### config.mk
export PLATFORM = sky130hd
export DESIGN_NAME = rotor_b_flat
export DESIGN_NICKNAME = d
export VERILOG_FILES = /design/src/rtl/cipher_pkg.sv /design/src/rtl/rotor_b_if.sv /design/src/rtl/rotor_perm_table.sv /design/src/rtl/rotor_b.sv /design/src/flat_wrapper.sv
export SDC_FILE = /design/constraint.sdc
export NUM_CORES = 1
export LEC_CHECK = 0
export ABC_AREA = 1
export BUFFER_PORTS_ARGS = -buffer_cell sky130_fd_sc_hd__buf_2
export CAP_MARGIN = 20
export CORE_ASPECT_RATIO = 1.25
export CORE_UTILIZATION = 45
export CTS_CLUSTER_DIAMETER = 80
export DETAILED_ROUTE_END_ITERATION = 8
export PLACE_DENSITY = 0.66
export SETUP_SLACK_MARGIN = 0.3
export SLEW_MARGIN = 30
export SYNTH_ARGS = -nofsm -noshare
export SYNTH_HDL_FRONTEND = slang
export SYNTH_SLANG_ARGS = --single-unit
### constraint.sdc
create_clock -name clk -period 4.1 [get_ports clk]
set_input_delay 0 -clock clk [delete_from_list [all_inputs] [get_ports clk]]
set_output_delay 0 -clock clk [all_outputs]
set_load 0.02 [all_outputs]
### src/rtl/cipher_pkg.sv
// Shared cipher-datapath definitions: symbol width, symbol type and table-load ids.
package cipher_pkg;

  localparam int unsigned SYM_W     = 6;
  localparam int unsigned TBL_DEPTH = 2 ** SYM_W;

  typedef logic [SYM_W-1:0] sym_t;

  typedef enum logic [1:0] {
    TBL_ROTOR_A   = 2'b00,
    TBL_ROTOR_B   = 2'b01,
    TBL_PLUGBOARD = 2'b10,
    TBL_REFLECTOR = 2'b11
  } tbl_id_e;

endpackage

### src/rtl/rotor_b_if.sv
// Rotor-B symbol/load bus; slave is the rotor, master is whoever drives it.
interface rotor_b_if;
  import cipher_pkg::*;

  logic       load;
  logic [1:0] table_idx;
  sym_t       code_in;
  logic       encrypt;
  sym_t       rotorA_forward_out;
  sym_t       plugboard_backward_out;
  logic [1:0] rotorB_shift_mode;
  sym_t       rotorB_forward_out;
  sym_t       rotorB_backward_out;
  logic       table_ready;

  modport slave (
    input  load, table_idx, code_in, encrypt,
    input  rotorA_forward_out, plugboard_backward_out, rotorB_shift_mode,
    output rotorB_forward_out, rotorB_backward_out, table_ready
  );

  modport master (
    output load, table_idx, code_in, encrypt,
    output rotorA_forward_out, plugboard_backward_out, rotorB_shift_mode,
    input  rotorB_forward_out, rotorB_backward_out, table_ready
  );

endinterface

### src/rtl/rotor_perm_table.sv
// 64-entry forward/inverse permutation pair with identity reset, one write port
// and two combinational read ports.
module rotor_perm_table
  import cipher_pkg::*;
(
  input  logic clk,
  input  logic srst_n,
  input  logic we,
  input  sym_t widx,
  input  sym_t wval,
  input  sym_t fwd_addr,
  input  sym_t inv_addr,
  output sym_t fwd_data,
  output sym_t inv_data
);

  sym_t fwd [TBL_DEPTH];
  sym_t inv [TBL_DEPTH];

  always_ff @(posedge clk) begin
    if (!srst_n) begin
      for (int unsigned i = 0; i < TBL_DEPTH; i++) begin
        fwd[i] <= sym_t'(i);
        inv[i] <= sym_t'(i);
      end
    end else if (we) begin
      fwd[widx] <= wval;
      inv[wval] <= widx;
    end
  end

  assign fwd_data = fwd[fwd_addr];
  assign inv_data = inv[inv_addr];

endmodule

### src/rtl/rotor_b.sv
// Second cipher rotor: rotating-offset permutation forward, inverse backward,
// with a sequential table loader and plugboard-driven rotation.
module rotor_b #(
  parameter int unsigned SYM_W  = 6,
  parameter logic [1:0]  TBL_ID = 2'b01
) (
  input logic      clk,
  input logic      srst_n,
  rotor_b_if.slave bus
);
  import cipher_pkg::*;

  logic [SYM_W-1:0] offset;
  logic [SYM_W-1:0] load_cnt;
  logic             ready;
  logic             load_hit;
  sym_t             fwd_data;
  sym_t             inv_data;

  assign load_hit = bus.load && (bus.table_idx == TBL_ID);

  // A load cycle always wins over rotation and re-zeroes the offset.
  always_ff @(posedge clk) begin
    if (!srst_n) begin
      offset   <= '0;
      load_cnt <= '0;
      ready    <= 1'b1;
    end else if (load_hit) begin
      offset   <= '0;
      load_cnt <= load_cnt + 1'b1;
      ready    <= &load_cnt;
    end else if (bus.encrypt) begin
      offset   <= offset + {{(SYM_W-2){1'b0}}, bus.rotorB_shift_mode};
    end
  end

  rotor_perm_table u_table (
    .clk      (clk),
    .srst_n   (srst_n),
    .we       (load_hit),
    .widx     (load_cnt),
    .wval     (bus.code_in),
    .fwd_addr (bus.rotorA_forward_out + offset),
    .inv_addr (bus.plugboard_backward_out),
    .fwd_data (fwd_data),
    .inv_data (inv_data)
  );

  assign bus.rotorB_forward_out  = bus.encrypt ? fwd_data : '0;
  assign bus.rotorB_backward_out = inv_data - offset;
  assign bus.table_ready         = ready;

endmodule

### src/flat_wrapper.sv
// flat-port wrapper written by rule: the top's interface ports become plain ports
module rotor_b_flat import cipher_pkg::*;
#(
  parameter int unsigned SYM_W  = 6,
  parameter logic [1:0]  TBL_ID = 2'b01
)
  (clk, srst_n, bus_load, bus_table_idx, bus_code_in, bus_encrypt, bus_rotorA_forward_out, bus_plugboard_backward_out, bus_rotorB_shift_mode, bus_rotorB_forward_out, bus_rotorB_backward_out, bus_table_ready);
  rotor_b_if bus_i ();
  input logic clk;
  input logic srst_n;
  input wire logic [$bits(bus_i.load)-1:0] bus_load;
  input wire logic [$bits(bus_i.table_idx)-1:0] bus_table_idx;
  input wire logic [$bits(bus_i.code_in)-1:0] bus_code_in;
  input wire logic [$bits(bus_i.encrypt)-1:0] bus_encrypt;
  input wire logic [$bits(bus_i.rotorA_forward_out)-1:0] bus_rotorA_forward_out;
  input wire logic [$bits(bus_i.plugboard_backward_out)-1:0] bus_plugboard_backward_out;
  input wire logic [$bits(bus_i.rotorB_shift_mode)-1:0] bus_rotorB_shift_mode;
  output wire logic [$bits(bus_i.rotorB_forward_out)-1:0] bus_rotorB_forward_out;
  output wire logic [$bits(bus_i.rotorB_backward_out)-1:0] bus_rotorB_backward_out;
  output wire logic [$bits(bus_i.table_ready)-1:0] bus_table_ready;
  assign bus_i.load = bus_load;
  assign bus_i.table_idx = bus_table_idx;
  assign bus_i.code_in = bus_code_in;
  assign bus_i.encrypt = bus_encrypt;
  assign bus_i.rotorA_forward_out = bus_rotorA_forward_out;
  assign bus_i.plugboard_backward_out = bus_plugboard_backward_out;
  assign bus_i.rotorB_shift_mode = bus_rotorB_shift_mode;
  assign bus_rotorB_forward_out = bus_i.rotorB_forward_out;
  assign bus_rotorB_backward_out = bus_i.rotorB_backward_out;
  assign bus_table_ready = bus_i.table_ready;
  rotor_b #(.SYM_W(SYM_W), .TBL_ID(TBL_ID)) u_core (.clk(clk), .srst_n(srst_n), .bus(bus_i));
endmodule
* Word level (Yosys, flattened, before mapping) *
Memory sizes are Yosys's and may differ from the RTL's.
Index checks and enable logic that the tools add are counted.

storage, ports and cells
  register bits = 13
  output and inout port bits = 13
  input port bits = 26
  memories kept = 2
  bits in latches = 0
  memory bits (read-only) = 0
  logic and storage cells = 27
  RAM bits = 768

memory list
  memory              depth  bits a word  read ports  clocked after Yosys merged registers in  wr ports  RTL line                source
  u_core.u_table.fwd  64     6            1           0                                        64        rotor_perm_table.sv:17  sym_t fwd [TBL_DEPTH];
  u_core.u_table.inv  64     6            1           0                                        64        rotor_perm_table.sv:18  sym_t inv [TBL_DEPTH];

operators by class
  bitwise logic cells = 1
  equality and inequality tests = 1
  magnitude comparators = 0
  reduce and logical (&&, ||, !) cells = 5
  divide/modulo/power cells = 0
  $add $sub $neg = 4
  shift-type cells = 0
  multiplexer cells = 11
  multipliers = 0

operators by type and width
  cell                                                                    number
  6-bit two-way mux                                                       5
  6-bit OR reduction                                                      2
  6-bit by 1-bit adder with 6-bit output (second input constant)          1
  6-bit by 2-bit adder with 6-bit output                                  1
  6-bit adder                                                             1
  1-bit two-way mux                                                       6
  6-bit AND reduction                                                     1
  6-bit subtractor                                                        1
  2-bit by 1-bit equality test with 1-bit output (second input constant)  1
  2-bit OR reduction                                                      1
  1-bit logical AND                                                       1
  1-bit inverter                                                          1

* Longest topological paths before layout *
  depth in word-level cells = 7
  mapped depth = 26
  gate-level depth less buffers = 23

* Hierarchy *
Synthesis repeated with hierarchy kept, for this count alone.

unflattened totals
  cell total of the unflattened synthesis = 4,073
  area total of the unflattened synthesis = 36,981.7 µm²

by module, submodules not included
  module            seq. area each (µm²)  times used  cells an instance  area an instance (µm²)
  rotor_perm_table  23,062.1              1           3,911              35,861.9
  rotor_b           260.2                 1           162                1,119.8

* Least setup slack after synthesis *
No wires, ideal clock.

  path type = in2out
  from = in bus_plugboard_backward_out[0]
  to = out bus_rotorB_backward_out[5]
  path slack = 1.817 ns
  path buffers = 4
  arrival = 2.283 ns
  required time = 4.100 ns
  cell stages on the path = 23
  path through = buf_4 > buf_4 > buf_4 > buf_2 > nor2_1 > o22ai_1 > nand2_1 > nand2_1 > nand2_1 > nand3_1 > nand3_1 > nand2_1 > ha_1 > a21oi_1 > nand2_1 > nand2_1 > nand2_1 > a21oi_1 > nand2b_1 > nand2_1 > nand3_1 > nand2_1 > inv_1

on the way
  cells in the longest elaborated chain, start to end = 2

ends and longest elaborated chain
  what                    RTL line            source
  start: declaration      flat_wrapper.sv:16  input wire logic [$bits(bus_i.plugboard_backward_out)-1:0] bus_plugboard_backward_out;
  memory read 64 x 6 bit  --
  6-bit subtractor        rotor_b.sv:50       assign bus.rotorB_backward_out = inv_data - offset;
  end: declaration        flat_wrapper.sv:19  output wire logic [$bits(bus_i.rotorB_backward_out)-1:0] bus_rotorB_backward_out;

Every way passes these cells.

* Worst setup path after layout *
  from = mem u_core.u_table.inv[6][0] in the netlist's numbering
  to = out bus_rotorB_backward_out[2]

on the way
  cells in the longest elaborated chain, start to end = 2

ends and longest elaborated chain
  what                    RTL line
  start: declaration      rotor_perm_table.sv:18
  memory read 64 x 6 bit  --
  6-bit subtractor        rotor_b.sv:50

Every way passes these cells.

==> results.json <==
{
  "status": "complete, no violations",
  "antenna_found_initial": 3,
  "firstDrtPassIters": 6,
  "synthFlopType": "edfxtp_1",
  "drt-initial-drc-count": 2934,
  "slew_headroom": 0.319,
  "crit_type": "reg2out",
  "crit_required_ps": 4100,
  "finClkSkew_ps": 21.0,
  "wl_per_cell_um": 19.9,
  "met3_usage": 0.0336,
  "n_antenna_cell": 0,
  "post_dp_cell_area_um2": 38100,
  "cp-end-kind": "output pin",
  "design_area_um2": 40700,
  "synth-seq-cells": 781,
  "io_pins": 39,
  "setup_viol_count_final": 0,
  "postSynthAreaPerCell_um2": 9.25,
  "grt_usage": 0.242,
  "synth_top_area_cell": "edfxtp_1",
  "cp_cell_sequence": "o21ai_0, o22ai_1, nand2_1, nand2_1, nand2_1, nand3_1, nand3_1, nand2_1, inv_1, ha_1, inv_1, fa_1, xor2_1, buf_2",
  "grt_setup_unrepaired": "yes",
  "place_ws_ps": 567,
  "post-route-min-period_ps": 3820,
  "grt_pass1_vias": 27300,
  "critPathMaxStageDelay_ps": 570,
  "dp_hpwl_um": 62400,
  "synth_edf_count": 768,
  "numCtsBuffers": 82,
  "grt.busiest_layer": "met2",
  "clockBufferDepth": 3,
  "floorplan.initialDensity": 0.455,
  "p_leak_nw": 14.2,
  "final_layout_size_suffix_gt1_frac": 0.0858,
  "hold_viol_final": 0,
  "drc": 0,
  "die_x_um": 259,
  "fin_crit_sh": 0.931,
  "core_region_area_um2": 81500,
  "synth_top_area_share": 0.621,
  "die_area_um2": 83600,
  "max_slew.worst_pin.slew_ps": 1020,
  "ys_seq_area_frac": 0.628,
  "async_flop_share": 0,
  "reg2reg_depth": 7,
  "cpMaxStageDelayCell": "xor2_1",
  "drt_wl_total_um": 101000,
  "whs_path_depth": 6,
  "syn_area_um2": 37100,
  "syn-num-nets": 4054,
  "critPathArrivalTime_ps": 3820,
  "met1_usage": 0.295,
  "vias": 27600,
  "fin_nets": 3974,
  "ys_warn_count": 0,
  "setup_tns_ps": 0,
  "clock-sinks": 781,
  "ant_nets": 0,
  "ir_drop_v": 0.000305,
  "htreeDepth": 3,
  "yosysUniqueCellTypes": 32,
  "globalplace.congestion": 0.926,
  "cp_common_cell": "nand2_1",
  "clk_latency_ps": 640,
  "vias_per_cell": 5.46,
  "critPathMaxFanout": 2,
  "numPortBuffers": 38,
  "grt_max_degree": 193,
  "slew_violations": 0,
  "cts_tree": "yes",
  "clock.fmax_mhz": 262,
  "hold_path.class": "in2reg",
  "die_h_um": 323,
  "synthesis.instances": 4012,
  "grt_pass1_wl_um": 154000,
  "root_buffer": "clkbuf_16",
  "area.growth.synth_to_final_pct": 9.59,
  "cap_viol_max_count": 0,
  "fin_ws_ps": 281,
  "powerDensity_nw_per_um2": 443,
  "overflow": 0,
  "ys_top_cells_by_area": "edfxtp_1 (62%), nand2_1 (14%), nor2_1 (6.3%), nand3_1 (4.9%), o21ai_0 (2.2%)",
  "rows": 117,
  "cp-start-kind": "flip-flop",
  "clkTransAtPathRegs_ps": 60,
  "grt_use_met2": 0.424
}
[power by group]
part	internal [mW]	switching (mW)	leakage [nW]
clock network	4.04	3.08	1.22
registers	8.88	0.0468	6.69
logic	0.511	1.46	6.26
total	13.4	4.59	14.2
[Yosys cell counts, types with 19 or more instances]
cell type     n
nand2_1    1405
nand3_1     361
nor2_4       34
o21ai_0     166
nor2_2       23
edfxtp_1    768
inv_1       138
nor2_1      622
o22ai_1      77
clkbuf_1    151
nor3_1       19
a21oi_1      21
inv_2        62
buf_2        83
[cell usage in the layout (no fill, tap or decap), drive strengths merged, types with 21 or more instances in the layout]
cell    instances
nor2          680
o21ai         167
nand3         361
clkbuf        111
nor3           22
clkinv         22
nand2        1406
inv           206
edfxtp        768
o22ai          77
a21oi          21
buf            90
[through the flow]
stage                      util  power [mW]  instances  hold slack (ps)
after global placement    0.467        11.0       4912              349
after global routing      0.499        18.6       5059             19.9
after CTS                 0.499        18.1       5059             4.41
final                     0.499        18.0       5059             19.6
after detailed placement  0.467        11.0       4912              360
after floorplan               -        10.4       4012              244
[state kept, by name, summed over array words and instances, names as in the netlist]
name	cells
u_core.bus.table_ready	1
u_core.u_table.fwd	384
u_core.load_cnt	6
u_core.u_table.inv	384
u_core.offset	6
[worst max-delay path, delay by kind of cell, from the launching register on]
kind	cells	cell delay, ps
simple gates	6	580
fa+ha+maj	2	730
compound gates	2	280
xor+xnor	1	570
flops	1	440
buf+inv	3	600
[cells by family after synthesis]
family	share of synthesized area
buffers and inverters	0.0513
xor gates and xnor gates	0.00212
DFF	0.628
and+or+nand+nor	0.274
AOI/OAI and AO/OA	0.0383
adders and majority gates	0.00600
[cell type report]
| cell class | instances | area [µm²] |
|---|---|---|
| well taps | 1071 | 1340 |
| fillers | 7527 | 40900 |
| repair buffers | 97 | 778 |
| flip-flops and latches | 781 | 23300 |
| multi-input cells | 2767 | 12000 |
| clock buffers | 111 | 2250 |
| inverters | 203 | 779 |
| clock inverters | 29 | 254 |
[worst paths after layout]
kind / startpoint / end / slack, ps
worst max-delay path: u_core.u_table.inv[6][0] / bus_rotorB_backward_out[2] / 280
worst min-delay path: bus_table_idx[0] / u_core.u_table.fwd[5][0] / 20
worst max register to register: u_core.load_cnt[2] / u_core.load_cnt[2] / 1490
worst min register to register: u_core.bus.table_ready / u_core.bus.table_ready / 490
[per-layer routing]
layer / up-vias / share of wire / routed length [µm]
li1: 13100 / - / -
met1: 13200 / 0.38 / 38400
met2: 1154 / 0.50 / 50400
met3: 256 / 0.076 / 7640
met4: 4 / 0.044 / 4410
met5: - / 0.00027 / 27
[timing repair]
action,4_1_cts,5_1_grt
endpoints found under the hold margin,11,0
endpoints found under the setup margin,2,9
buffers inserted,0,0
resized for setup,1,4
hold buffers,7,0
Power figures use the tool's default switching activity.
